File: src/rtl/axil_sram_ctrl_if.sv
// AXI4-Lite slave bus bundle for axil_sram_ctrl.
// master drives requests, slave drives readies and responses.
interface axil_sram_ctrl_if #(
  parameter int AXI_ADDR_WIDTH = 32
);
  logic [AXI_ADDR_WIDTH-1:0] s_awaddr;
  logic                      s_awvalid;
  logic                      s_awready;
  logic [31:0]               s_wdata;
  logic [3:0]                s_wstrb;
  logic                      s_wvalid;
  logic                      s_wready;
  logic [1:0]                s_bresp;
  logic                      s_bvalid;
  logic                      s_bready;
  logic [AXI_ADDR_WIDTH-1:0] s_araddr;
  logic                      s_arvalid;
  logic                      s_arready;
  logic [31:0]               s_rdata;
  logic [1:0]                s_rresp;
  logic                      s_rvalid;
  logic                      s_rready;

  modport master (
    output s_awaddr, s_awvalid,
    output s_wdata, s_wstrb, s_wvalid,
    output s_bready,
    output s_araddr, s_arvalid,
    output s_rready,
    input  s_awready, s_wready,
    input  s_bresp, s_bvalid,
    input  s_arready,
    input  s_rdata, s_rresp, s_rvalid
  );

  modport slave (
    input  s_awaddr, s_awvalid,
    input  s_wdata, s_wstrb, s_wvalid,
    input  s_bready,
    input  s_araddr, s_arvalid,
    input  s_rready,
    output s_awready, s_wready,
    output s_bresp, s_bvalid,
    output s_arready,
    output s_rdata, s_rresp, s_rvalid
  );
endinterface

File: src/rtl/axil_sram_ctrl.sv
// AXI4-Lite to single-port SRAM bridge, one transaction at a time.
// Optional SRAM_CTRL_ADDR_CHECK_EN: SLVERR outside the BASE_ADDR window.
module axil_sram_ctrl #(
  parameter int AXI_ADDR_WIDTH  = 32,
  parameter int SRAM_ADDR_WIDTH = 15,
  parameter logic [AXI_ADDR_WIDTH-1:0] BASE_ADDR = '0
) (
  input  logic                       clk,
  input  logic                       rst_n,
  axil_sram_ctrl_if.slave            bus,
  output logic                       csb0,
  output logic                       web0,
  output logic [SRAM_ADDR_WIDTH-1:0] addr0,
  output logic [31:0]                din0,
  output logic [3:0]                 wmask0,
  input  logic [31:0]                dout0
);

  localparam int AW = AXI_ADDR_WIDTH;
  localparam int SW = SRAM_ADDR_WIDTH;

  typedef enum logic [2:0] {
    IDLE, WR, BRESP, RD, RWAIT, RRESP
  } state_e;

  state_e          state_q;
  logic            rd_last_q;
  logic            csb_q;
  logic            web_q;
  logic [SW-1:0]   addr_q;
  logic [31:0]     din_q;
  logic [3:0]      mask_q;
  logic            bvalid_q;
  logic [1:0]      bresp_q;
  logic            rvalid_q;
  logic [1:0]      rresp_q;
  logic [31:0]     rdata_q;

  logic wr_pend;
  logic rd_pend;
  logic idle;
  logic wr_gnt;
  logic rd_gnt;
  logic aw_oor;
  logic ar_oor;
  logic unused_bits;

  assign wr_pend = bus.s_awvalid & bus.s_wvalid;
  assign rd_pend = bus.s_arvalid;
  assign idle    = rst_n & (state_q == IDLE);

  // rd_last_q=0 after reset, so a read wins the first tie
  assign rd_gnt = idle & rd_pend & (~wr_pend | ~rd_last_q);
  assign wr_gnt = idle & wr_pend & ~rd_gnt;

`ifdef SRAM_CTRL_ADDR_CHECK_EN
  assign aw_oor = bus.s_awaddr[AW-1:SW+2] != BASE_ADDR[AW-1:SW+2];
  assign ar_oor = bus.s_araddr[AW-1:SW+2] != BASE_ADDR[AW-1:SW+2];
  assign unused_bits = ^{bus.s_awaddr[1:0], bus.s_araddr[1:0]};
`else
  assign aw_oor = 1'b0;
  assign ar_oor = 1'b0;
  assign unused_bits = ^{bus.s_awaddr[1:0], bus.s_araddr[1:0],
                         bus.s_awaddr[AW-1:SW+2],
                         bus.s_araddr[AW-1:SW+2], BASE_ADDR};
`endif

  assign bus.s_awready = wr_gnt;
  assign bus.s_wready  = wr_gnt;
  assign bus.s_arready = rd_gnt;
  assign bus.s_bvalid  = bvalid_q;
  assign bus.s_bresp   = bresp_q;
  assign bus.s_rvalid  = rvalid_q;
  assign bus.s_rresp   = rresp_q;
  assign bus.s_rdata   = rdata_q;

  assign csb0   = csb_q;
  assign web0   = web_q;
  assign addr0  = addr_q;
  assign din0   = din_q;
  assign wmask0 = mask_q;

  always_ff @(posedge clk or negedge rst_n) begin
    if (!rst_n) begin
      state_q   <= IDLE;
      rd_last_q <= 1'b0;
      csb_q     <= 1'b1;
      web_q     <= 1'b1;
      addr_q    <= '0;
      din_q     <= '0;
      mask_q    <= '0;
      bvalid_q  <= 1'b0;
      bresp_q   <= 2'b00;
      rvalid_q  <= 1'b0;
      rresp_q   <= 2'b00;
      rdata_q   <= '0;
    end else begin
      csb_q <= 1'b1;
      web_q <= 1'b1;
      unique case (state_q)
        IDLE: begin
          if (wr_gnt) begin
            rd_last_q <= 1'b0;
            if (aw_oor) begin
              bresp_q  <= 2'b10;
              bvalid_q <= 1'b1;
              state_q  <= BRESP;
            end else begin
              addr_q  <= bus.s_awaddr[SW+1:2];
              din_q   <= bus.s_wdata;
              mask_q  <= bus.s_wstrb;
              csb_q   <= 1'b0;
              web_q   <= 1'b0;
              state_q <= WR;
            end
          end else if (rd_gnt) begin
            rd_last_q <= 1'b1;
            if (ar_oor) begin
              rresp_q  <= 2'b10;
              rdata_q  <= '0;
              rvalid_q <= 1'b1;
              state_q  <= RRESP;
            end else begin
              addr_q  <= bus.s_araddr[SW+1:2];
              csb_q   <= 1'b0;
              state_q <= RD;
            end
          end
        end
        WR: begin
          bresp_q  <= 2'b00;
          bvalid_q <= 1'b1;
          state_q  <= BRESP;
        end
        BRESP: begin
          if (bus.s_bready) begin
            bvalid_q <= 1'b0;
            state_q  <= IDLE;
          end
        end
        RD: state_q <= RWAIT;
        RWAIT: begin
          rdata_q  <= dout0;
          rresp_q  <= 2'b00;
          rvalid_q <= 1'b1;
          state_q  <= RRESP;
        end
        RRESP: begin
          if (bus.s_rready) begin
            rvalid_q <= 1'b0;
            state_q  <= IDLE;
          end
        end
        default: state_q <= IDLE;
      endcase
    end
  end

endmodule

File: src/flat_wrapper.sv
// flat-port wrapper written by rule: the top's interface ports become plain ports
module axil_sram_ctrl_flat 
#(
  parameter int AXI_ADDR_WIDTH  = 32,
  parameter int SRAM_ADDR_WIDTH = 15,
  parameter logic [AXI_ADDR_WIDTH-1:0] BASE_ADDR = '0
)
  (clk, rst_n, csb0, web0, addr0, din0, wmask0, dout0, bus_s_awaddr, bus_s_awvalid, bus_s_wdata, bus_s_wstrb, bus_s_wvalid, bus_s_bready, bus_s_araddr, bus_s_arvalid, bus_s_rready, bus_s_awready, bus_s_wready, bus_s_bresp, bus_s_bvalid, bus_s_arready, bus_s_rdata, bus_s_rresp, bus_s_rvalid);
  axil_sram_ctrl_if #(.AXI_ADDR_WIDTH(AXI_ADDR_WIDTH)) bus_i ();
  input  logic clk;
  input  logic rst_n;
  output logic csb0;
  output logic web0;
  output logic [SRAM_ADDR_WIDTH-1:0] addr0;
  output logic [31:0] din0;
  output logic [3:0] wmask0;
  input  logic [31:0] dout0;
  input wire logic [$bits(bus_i.s_awaddr)-1:0] bus_s_awaddr;
  input wire logic [$bits(bus_i.s_awvalid)-1:0] bus_s_awvalid;
  input wire logic [$bits(bus_i.s_wdata)-1:0] bus_s_wdata;
  input wire logic [$bits(bus_i.s_wstrb)-1:0] bus_s_wstrb;
  input wire logic [$bits(bus_i.s_wvalid)-1:0] bus_s_wvalid;
  input wire logic [$bits(bus_i.s_bready)-1:0] bus_s_bready;
  input wire logic [$bits(bus_i.s_araddr)-1:0] bus_s_araddr;
  input wire logic [$bits(bus_i.s_arvalid)-1:0] bus_s_arvalid;
  input wire logic [$bits(bus_i.s_rready)-1:0] bus_s_rready;
  output wire logic [$bits(bus_i.s_awready)-1:0] bus_s_awready;
  output wire logic [$bits(bus_i.s_wready)-1:0] bus_s_wready;
  output wire logic [$bits(bus_i.s_bresp)-1:0] bus_s_bresp;
  output wire logic [$bits(bus_i.s_bvalid)-1:0] bus_s_bvalid;
  output wire logic [$bits(bus_i.s_arready)-1:0] bus_s_arready;
  output wire logic [$bits(bus_i.s_rdata)-1:0] bus_s_rdata;
  output wire logic [$bits(bus_i.s_rresp)-1:0] bus_s_rresp;
  output wire logic [$bits(bus_i.s_rvalid)-1:0] bus_s_rvalid;
  assign bus_i.s_awaddr = bus_s_awaddr;
  assign bus_i.s_awvalid = bus_s_awvalid;
  assign bus_i.s_wdata = bus_s_wdata;
  assign bus_i.s_wstrb = bus_s_wstrb;
  assign bus_i.s_wvalid = bus_s_wvalid;
  assign bus_i.s_bready = bus_s_bready;
  assign bus_i.s_araddr = bus_s_araddr;
  assign bus_i.s_arvalid = bus_s_arvalid;
  assign bus_i.s_rready = bus_s_rready;
  assign bus_s_awready = bus_i.s_awready;
  assign bus_s_wready = bus_i.s_wready;
  assign bus_s_bresp = bus_i.s_bresp;
  assign bus_s_bvalid = bus_i.s_bvalid;
  assign bus_s_arready = bus_i.s_arready;
  assign bus_s_rdata = bus_i.s_rdata;
  assign bus_s_rresp = bus_i.s_rresp;
  assign bus_s_rvalid = bus_i.s_rvalid;
  axil_sram_ctrl #(.AXI_ADDR_WIDTH(AXI_ADDR_WIDTH), .SRAM_ADDR_WIDTH(SRAM_ADDR_WIDTH), .BASE_ADDR(BASE_ADDR)) u_core (.clk(clk), .rst_n(rst_n), .bus(bus_i), .csb0(csb0), .web0(web0), .addr0(addr0), .din0(din0), .wmask0(wmask0), .dout0(dout0));
endmodule
File: config.mk
export PLATFORM = sky130hd
export DESIGN_NAME = axil_sram_ctrl_flat
export DESIGN_NICKNAME = d
export VERILOG_FILES = /design/src/rtl/axil_sram_ctrl_if.sv /design/src/rtl/axil_sram_ctrl.sv /design/src/flat_wrapper.sv
export SDC_FILE = /design/constraint.sdc
export NUM_CORES = 1
export LEC_CHECK = 0
export ABC_AREA = 1
export BUFFER_PORTS_ARGS = -buffer_cell sky130_fd_sc_hd__buf_2
export CAP_MARGIN = 10
export CORE_UTILIZATION = 35
export CTS_BUF_LIST = sky130_fd_sc_hd__clkbuf_4 sky130_fd_sc_hd__clkbuf_8 sky130_fd_sc_hd__clkbuf_16
export DETAILED_ROUTE_END_ITERATION = 16
export PLACE_DENSITY = 0.79
export SETUP_SLACK_MARGIN = 0.15
export SLEW_MARGIN = 20
export SYNTH_ARGS = -nofsm -noshare
export SYNTH_HDL_FRONTEND = slang
export SYNTH_SLANG_ARGS = --single-unit
File: constraint.sdc
create_clock -name clk -period 1.5 [get_ports clk]
set_input_delay 0.075 -clock clk [delete_from_list [all_inputs] [get_ports clk]]
set_output_delay 0.075 -clock clk [all_outputs]
set_load 0.01 [all_outputs]
Word level (Yosys, flattened, before mapping)
Index checks and enable logic that the tools add are counted.
{"block": "word_totals", "latch_bits": 0, "wordCells": 55, "ramBits": 0, "output_inout_bits": 94, "n_memories": 0, "register_bits": 91, "rom_bits": 0, "in_bits": 139}
{"block": "op_classes", "addsub": 0, "magnitude_cmp": 0, "reduce_logical": 9, "mul": 0, "mux": 18, "div_mod_pow": 0, "n_bitwise": 10, "eq_ne": 8, "shifts": 0}
{"op": "15-bit 2-to-1 mux", "n": 2}
{"op": "3-bit case mux with 6 select lines", "n": 1}
{"op": "3-bit 2-to-1 mux", "n": 4}
{"op": "1-bit 2-to-1 mux", "n": 9}
{"op": "2-bit AND reduction", "n": 4}
{"op": "1-bit bitwise AND", "n": 6}
{"op": "3-bit by 2-bit equality test with 1-bit output, second input constant", "n": 2}
{"op": "3-bit equality test, second input constant", "n": 2}
{"op": "2-bit nonzero test", "n": 3}
{"op": "2-bit != test, second input constant", "n": 2}
{"op": "1-bit case mux with 2 select lines", "n": 2}
{"op": "3-bit by 1-bit equality test with 1-bit output, second input constant", "n": 1}
{"op": "3-bit zero test", "n": 1}
{"op": "3-bit by 2-bit != test with 1-bit output, second input constant", "n": 1}
{"op": "1-bit inverter", "n": 3}
{"op": "3-bit AND reduction", "n": 1}
{"op": "1-bit bitwise OR", "n": 1}

Depth between registers and ports, before layout
Gate-level depths: netlist (run 1).
{"block": "depth", "ltp_word": 8, "ltp_mapped": 9, "depth_no_buf": 8}

Worst setup path before layout (run 1)
No wires, ideal clock.
{"block": "synth_timing", "kind": "flip-flop to flip-flop", "from": "register u_core.state_q[0]", "to": "register u_core.din_q[0], in the netlist u_core.din0[0]", "setup_slack_ns": 0.147, "path_buffers": 2, "t_arrival_ns": 1.237, "setup_time_ns": 0.116, "period_less_slack_ns": 1.353, "path_stages_with_launch": 9, "required_ns": 1.384, "path_cell_list": "dfrtp_1 > nor2_4 > nand3_2 > nor2_4 > nand2_2 > buf_6 > buf_6 > nand2_1 > nand2_1"}
{"block": "synth_between", "elab_chain_cells": 7, "elab_cells_between_ends": 8, "cone_classes": "6 x bitwise; 2 x reduce/logical"}
{"item": "start, declared", "line": "axil_sram_ctrl.sv:26", "text": "state_e state_q;"}
{"item": "start signal, assigned", "line": "axil_sram_ctrl.sv:85", "text": "state_q <= IDLE;"}
{"item": "start signal, assigned", "line": "axil_sram_ctrl.sv:107", "text": "state_q <= BRESP;"}
{"item": "start signal, assigned", "line": "axil_sram_ctrl.sv:114", "text": "state_q <= WR;"}
{"item": "3-bit zero test (*)", "line": "axil_sram_ctrl.sv:50, axil_sram_ctrl.sv:100"}
{"item": "1-bit bitwise AND", "line": "axil_sram_ctrl.sv:50", "text": "assign idle = rst_n & (state_q == IDLE);"}
{"item": "1-bit bitwise AND (2 in a row)", "line": "axil_sram_ctrl.sv:53", "text": "assign rd_gnt = idle & rd_pend & (~wr_pend | ~rd_last_q);"}
{"item": "1-bit inverter", "line": "axil_sram_ctrl.sv:54", "text": "assign wr_gnt = idle & wr_pend & ~rd_gnt;"}
{"item": "1-bit bitwise AND", "line": "axil_sram_ctrl.sv:54"}
{"item": "2-bit AND reduction (no source line) (*)"}
{"item": "end signal, assigned", "line": "axil_sram_ctrl.sv:110", "text": "din_q <= bus.s_wdata;"}
{"item": "end, declared", "line": "axil_sram_ctrl.sv:31", "text": "logic [31:0] din_q;"}
Every way passes the cells marked *; elsewhere a longest branch is shown, timed or not.
A chain may end at the register's enable or synchronous reset.

Final worst setup path (run 1)
{"block": "layout_timing", "from": "register u_core.state_q[1]", "to": "output port bus_s_wready"}
{"block": "layout_between", "elab_chain_cells": 6, "elab_cells_between_ends": 7, "cone_classes": "6 x bitwise; 1 x reduce/logical"}
{"item": "3-bit zero test (*)", "line": "axil_sram_ctrl.sv:50"}
{"item": "1-bit bitwise AND (*)", "line": "axil_sram_ctrl.sv:50"}
{"item": "1-bit bitwise AND (2 in a row)", "line": "axil_sram_ctrl.sv:53"}
{"item": "1-bit inverter", "line": "axil_sram_ctrl.sv:54"}
{"item": "1-bit bitwise AND (*)", "line": "axil_sram_ctrl.sv:54"}
{"item": "end, declared", "line": "flat_wrapper.sv:28", "text": "output wire logic [$bits(bus_i.s_wready)-1:0] bus_s_wready;"}
Marks and branches as above.

==> results.md, run 1 <==
- Largest cells by area after synthesis: dfrtp_1, nand2_1, mux2_2
- Avg Inst Size Synth: roughly 10 sq um
- Final core utilization: between 60% and 70%
- Final setup margin: -0.05001 ns
- IO buf count: around 190
- Num rows: 37
- Place WS: 0.05805 ns
- Seq/Total Area, Yosys: 62.12%
- End point of the critical path: bus_s_wready
- Initial antenna violation count: 0
- # Max-Cap Violations: 0
- Routed wl met3: around 600 um
- Placement Cell Area: roughly 0.0048 sq mm
- Setup crit start kind: register
- Commonest non-fill, non-tap cell in the layout: buf_2
- Synth area leader: dfrtp_1
- Tmin final: 1.550 ns
- Crit path kind: register to output port
- First-pass GRT wire length: 19640 um
- Fillers: 744
- Netlist cell types: 19
- Grt ovf: 0
- Critical Path Source: u_core.state_q[1]
- Max VDD drop: approximately 630 uV
- Vias in the first global route: 4154
- Uppermost layer routed: met4
- Sw Pwr: slightly below 0.004 W
- Final Non-Filler Cells: 824
- Internal: 0.007026 W
- Clk Latency, worst-skew pair: 0.36 ns
- Sequential share of power: 38.8%
- Flop-to-flop setup slack: 0 ns
- DRC Markers: 0
- R2R cell count: 10
- Area of the core: approximately 0.010 sq mm
- Pins Over Slew Limit: 0
- Status: complete, but fails checks
- # diodes: 0
- Tcrit/Tclk final: 103.3%
- Setup_tns: -0.1292 ns
- Critical Path Most Common Cell: nor2_4
- CP max FO: 4
- WP data arrival: about 1.5 ns
- Critical path required time: 1.42 ns
- FF-to-FF Start: u_core.state_q[1]
- Hold Path Class: input port to register
- Reg-to-reg endpoint: u_core.din0[22]
- Routed WL per cell: ~16 um
- DR iter-0 viols: between 150 and 200
- Synth warn: 0
- IO Count: 233
- Initial Util: 35.87%
- Commonest non-fill, non-tap cells in the layout: buf_2, nand2_1, dlygate4sd3_1, dfrtp_1, nand2_2
- FMAX: between 600 and 700 MHz
- Dpl cells: 680
- Clock sinks: 91
- Die X: 104.4 um
- RSZ-0062 raised after global routing: true
- FF+latch area: 0.002280 sq mm
- Clk buf depth: 2
- GRT Total Usage: between 20% and 30%
- Cell Chain, Critical Path: nor2_4 > nand3_2 > nor2_4 > nand2_4 > inv_4 > buf_8 > buf_6
- Pwr Density: 1582 mW/mm^2
- Comb power frac: 44.3%
- Clock slew at reported path FFs: ~0.09 ns
- Crit path largest cell delay: ~0.43 ns
- Fraction of layout cells with a size suffix above 1: a little over 50%
- Post-Layout Inst Area: about 0.0069 sq mm
- Met1 wire length: between 4000 and 5000 um
- Post-Synthesis Cell Area: roughly 0.0037 sq mm
- WL final: ~14000 um
- Pin count of the biggest net entering global routing: 92
- Via count: 3879
- Hpwl dp: approximately 6400 um
- Met2 WL: ~7500 um
- Synthesized flop and latch total: ~90
- Sw frac: 35.50%
- Critical path's slowest cell: dfrtp_1
- Post-DRT Antenna Nets: 0
- Post-synth top area share: 60.69%
- Nets@finish: 822
- Failing checks: setup timing
- Fin. Hold Viols: 0
- Via-to-Cell Ratio: 4.708
- Footprint of the multi-input gates: around 0.0016 sq mm
- Post-Syn Instances: 356
- H-tree levels: 3
- Syn-to-layout area delta: 87.62%
- Final setup violation count: 3
- RD Place Congestion: approximately 0.8
- Crit. End Element: output port
- Total CTS buffers: 9
- CTS tree: done
- Worst Skew: between 0.01 and 0.015 ns
- Die height: ~100 um
- Clock power frac: between 15 and 20%
- CTS root buffer: clkbuf_8
- Detailed Routing Iterations Pass 1: 7
- P_leak: ~3.8 nW
- Die Footprint: between 0.01 and 0.015 sq mm
worst max-delay path: cells and delay by family (launching register included):
kind,cells,cell delay (ns)
AND/OR/NAND/NOR,4,0.41
flip-flops,1,0.43
buffers and inverters,3,0.28
per-stage QoR:
stage               power (W)  hold WS [ns]
floorplan            0.006157       -0.2206
global placement     0.007679        0.2013
detailed placement   0.007868        0.2143
CTS                   0.01013       0.07385
global route          0.01153        0.1106
finish                0.01089       0.09709
worst min-delay path by stage:
stage          start                to  depth (start not counted)
2_1_floorplan  rst_n   u_core.addr0[0]                          0
3_3_place_gp   rst_n  u_core.rd_last_q                          2
3_5_place_dp   rst_n   u_core.din0[22]                          2
4_1_cts        rst_n  u_core.rd_last_q                          4
5_1_grt        rst_n  u_core.rd_last_q                          4
6_report       rst_n  u_core.rd_last_q                          4
what timing repair did:
| action | CTS | global route |
|---|---|---|
| hold buffers | 101 | 0 |
| setup buffers | 10 | 9 |
| cloned | 5 | 3 |
| resized for setup | 16 | 117 |
| setup endpoints to repair | 86 | 88 |
| pin swaps | 3 | 17 |
| hold endpoints to repair | 176 | 0 |
metal layers:
layer  track usage, %  up-vias
li1                 -     1763
met1            23.41     1892
met2            43.52      164
met3            3.634       60
met4            15.82        0
met5                0        -
cell families after synthesis:
logic type             after synthesis  share of synthesized area, %
AOI/OAI and AO/OA                    4                        0.6137
buffers and inverters               32                         5.523
DFF                                 91                         62.12
muxes                               32                         9.819
other                                1                        0.1022
and+or+nand+nor                    196                         21.82
registers in the layout, summed over array words and instances (netlist names), 3 cells and up:
signal / flops
u_core.bus.s_rdata: 32
u_core.din0: 32
u_core.wmask0: 4
u_core.state_q: 3
u_core.addr0: 15
power by group through the flow:
stage	logic [W]	registers (W)	clock network (W)
after floorplan	0.00145	0.00471	0
after CTS	0.00410	0.00416	0.00188
after detailed placement	0.00366	0.00421	0
after global routing	0.00520	0.00434	0.00199
after global placement	0.00355	0.00413	0
final	0.00482	0.00423	0.00184
layout make-up:
| class | count | area share (%) |
|---|---|---|
| clock inverters | 6 | 1.308 |
| clock buffers | 10 | 1.908 |
| multi-input cells | 236 | 23.19 |
| repair buffers | 332 | 37.27 |
| flip-flops and latches | 91 | 33.11 |
| inverters | 13 | 0.7450 |
| well taps | 136 | 2.471 |
cells in the mapped netlist, drive strengths merged:
cell type    n
a21oi        1
buf         19
conb         1
dfrtp       89
dfstp        2
inv         13
mux2        32
nand2      165
nand3       24
nand4        1
nor2         6
o21ai        2
o31ai        1
(Power assumes the default switching activity.)
==> run 2, diff against run 1 <==
--- a/config.mk
+++ b/config.mk
@@ -11,9 +11,8 @@
 export CORE_UTILIZATION = 35
 export CTS_BUF_LIST = sky130_fd_sc_hd__clkbuf_4 sky130_fd_sc_hd__clkbuf_8 sky130_fd_sc_hd__clkbuf_16
 export DETAILED_ROUTE_END_ITERATION = 16
-export PLACE_DENSITY = 0.79
+export PLACE_DENSITY = 0.74
 export SETUP_SLACK_MARGIN = 0.15
-export SLEW_MARGIN = 20
 export SYNTH_ARGS = -nofsm -noshare
 export SYNTH_HDL_FRONTEND = slang
 export SYNTH_SLANG_ARGS = --single-unit
==> run 2 against run 1 <==
Compared with the run above: the flow still finishes with violations (setup timing); design area fell by 0.71%; sequential power barely moved; die area is the same; clock skew barely moved.
==> results.md, run 2 (synthesis gave the netlist of run 1 again) <==
- Fraction of layout cells with a size suffix above 1: 49.43% (-1.9 points)
- Fin. Hold Viols: 0 (unchanged)
- Post-DRT Antenna Nets: 0 (unchanged)
- Footprint of the multi-input gates: 0.001439 sq mm (-9.9%)
- WL final: 13080 um (-3.6%)
- Initial antenna violation count: 0 (unchanged)
- Fillers: 741 (-0.40%)
- Cell Chain, Critical Path: nor2_4 > buf_4 > buf_6 > buf_6 > nand2_8 > buf_8 > mux2_4
- Pins Over Slew Limit: 0 (unchanged)
- Clock sinks: 91 (unchanged)
- Commonest non-fill, non-tap cells in the layout: buf_2, nand2_1, dlygate4sd3_1, dfrtp_1, nand2_2
- Critical path's slowest cell: dfrtp_1
- Critical path required time: 1.73 ns (+0.31 ns)
- Final setup violation count: 48 (+45)
- Num rows: 37 (unchanged)
- CTS tree: done
- Grt ovf: 0 (unchanged)
- IO Count: 233 (unchanged)
- Die height: 104.4 um (unchanged)
- Critical Path Most Common Cell: buf_6
- Nets@finish: 832 (+1.2%)
- Tcrit/Tclk final: 103.1% (-0.27 points)
- Commonest non-fill, non-tap cell in the layout: buf_2
- Routed WL per cell: 15.68 um (-4.8%)
- Failing checks: setup timing
- Total CTS buffers: 9 (unchanged)
- CP max FO: 8 (+4)
- Status: complete, but fails checks
- # Max-Cap Violations: 0 (unchanged)
- Post-Layout Inst Area: 0.006837 sq mm (-0.71%)
- IO buf count: 194 (unchanged)
- First-pass GRT wire length: 19110 um (-2.7%)
- Vias in the first global route: 3971 (-4.4%)
- Pin count of the biggest net entering global routing: 92 (unchanged)
- FF+latch area: 0.002280 sq mm (unchanged)
- Pwr Density: 1566 mW/mm^2 (-1.0%)
- Initial Util: 35.87% (unchanged)
- DR iter-0 viols: 236 (+31%)
- Hpwl dp: 6294 um (-2.3%)
- Crit path kind: register to register
- Max VDD drop: 972.0 uV (+54%)
- P_leak: 3.683 nW (-3.8%)
- Tmin final: 1.546 ns (-0.004061 ns)
- Crit path largest cell delay: 0.42 ns (about the same)
- # diodes: 0 (unchanged)
- Clock slew at reported path FFs: 0.08 ns (about the same)
- FMAX: 646.9 MHz (+0.26%)
- Hold Path Class: input port to register
- Via-to-Cell Ratio: 4.662 (-0.97%)
- Crit. End Element: register
- Die X: 104.4 um (unchanged)
- CTS root buffer: clkbuf_8
- Worst Skew: 0.009990 ns (-0.0004997 ns)
- Syn-to-layout area delta: 86.29%
- RD Place Congestion: 0.7877 (-1.9%)
- Clk buf depth: 2 (unchanged)
- Place WS: 0.04321 ns (-0.01484 ns)
- RSZ-0062 raised after global routing: true
- Area of the core: 0.01023 sq mm (unchanged)
- Die Footprint: 0.01090 sq mm (unchanged)
- Final setup margin: -0.04595 ns (+0.004061 ns)
- H-tree levels: 3 (unchanged)
- Detailed Routing Iterations Pass 1: 4 (-3)
- WP data arrival: 1.78 ns (+0.30 ns)
- Clk Latency, worst-skew pair: 0.35 ns (about the same)
- Placement Cell Area: 0.004811 sq mm (+0.58%)
- GRT Total Usage: 22.59% (-0.63 points)
- Via count: 3888 (+0.23%)
- Setup crit start kind: register
- DRC Markers: 0 (unchanged)
-- run 2: changes by cell type in the layout (fill, tap and decap cells not counted), moves of 2 or more --
| cell | previous run | this run |
|---|---|---|
| buf_4 | 16 | 19 |
| nand2_2 | 34 | 36 |
| mux2_2 | 0 | 13 |
| mux2_4 | 32 | 19 |
| clkbuf_8 | 9 | 12 |
| nand3_2 | 13 | 6 |
| clkinv_2 | 1 | 3 |
| nand2_1 | 113 | 124 |
| nand3_1 | 11 | 17 |
| nand2_4 | 18 | 4 |
| bufinv_16 | 2 | 0 |
| clkbuf_16 | 3 | 6 |
| buf_6 | 5 | 10 |
-- run 2: final timing paths --
path / from / to / slack (ns) / cells after the start
min: rst_n / u_core.rd_last_q / 0.14 / 4
min in group asynchronous: rst_n / u_core.addr0[14] / 0.41 / 3
max in group asynchronous: rst_n / u_core.web0 / 0.71 / 3
min reg2reg: u_core.din0[31] / u_core.din0[31] / 0.48 / 2
max: u_core.state_q[1] / u_core.bus.s_rdata[23] / -0.05 / 7
max reg2reg: u_core.state_q[1] / u_core.bus.s_rdata[23] / -0.05 / 7
-- run 2: report_power, final --
part / switching [W] / total [W] / internal, W
combinational: 0.00234 / 0.00490 / 0.00256
clock: 0.000831 / 0.00157 / 0.000734
sequential: 0.000656 / 0.00424 / 0.00359
-- run 2: metrics by stage --
stage                     std cells  hold WS (ns)  TNS (ns)  power, W  util (%)
after global placement          682        0.1902         0  0.007700     47.02
final                           834        0.1381    -1.067   0.01070     66.82
after global routing            834        0.1461    -5.721   0.01134     66.82
after CTS                       817       0.09518    -1.674   0.01003     62.13
after floorplan                 359       -0.2206         0  0.006157         -
after detailed placement        682        0.2003         0  0.007860     47.02
-- run 2: cell type report --
class,instances,share of cell area (%)
repair buffers,342,39.57
flip-flops and latches,91,33.35
multi-input cells,236,21.05
well taps,136,2.489
inverters,13,0.7870
clock inverters,4,0.3477
clock buffers,12,2.416
-- run 2: critical path: cells and delay by family (launching register included) --
kind,cells,cell delay [ns]
flip-flops,1,0.42
buffers and inverters,4,0.47
AND/OR/NAND/NOR,2,0.23
multiplexers,1,0.31
-- run 2: timing repair --
| action | CTS | global route |
|---|---|---|
| gates cloned | 5 | 7 |
| resized for setup | 18 | 84 |
| hold buffers | 101 | 0 |
| endpoints found under the hold margin | 174 | 0 |
| pin swaps | 3 | 14 |
| buffers inserted | 13 | 10 |
| endpoints found under the setup margin | 86 | 90 |
-- run 2: per-layer routing --
layer	share of wire [%]	routed length (um)	vias up	GRT usage (%)
met5	0	0	-	0
met3	4.7	619	55	3.446
li1	-	-	1795	-
met1	36	4727	1864	24.29
met2	55	7136	174	41.67
met4	4.5	592	0	13.16
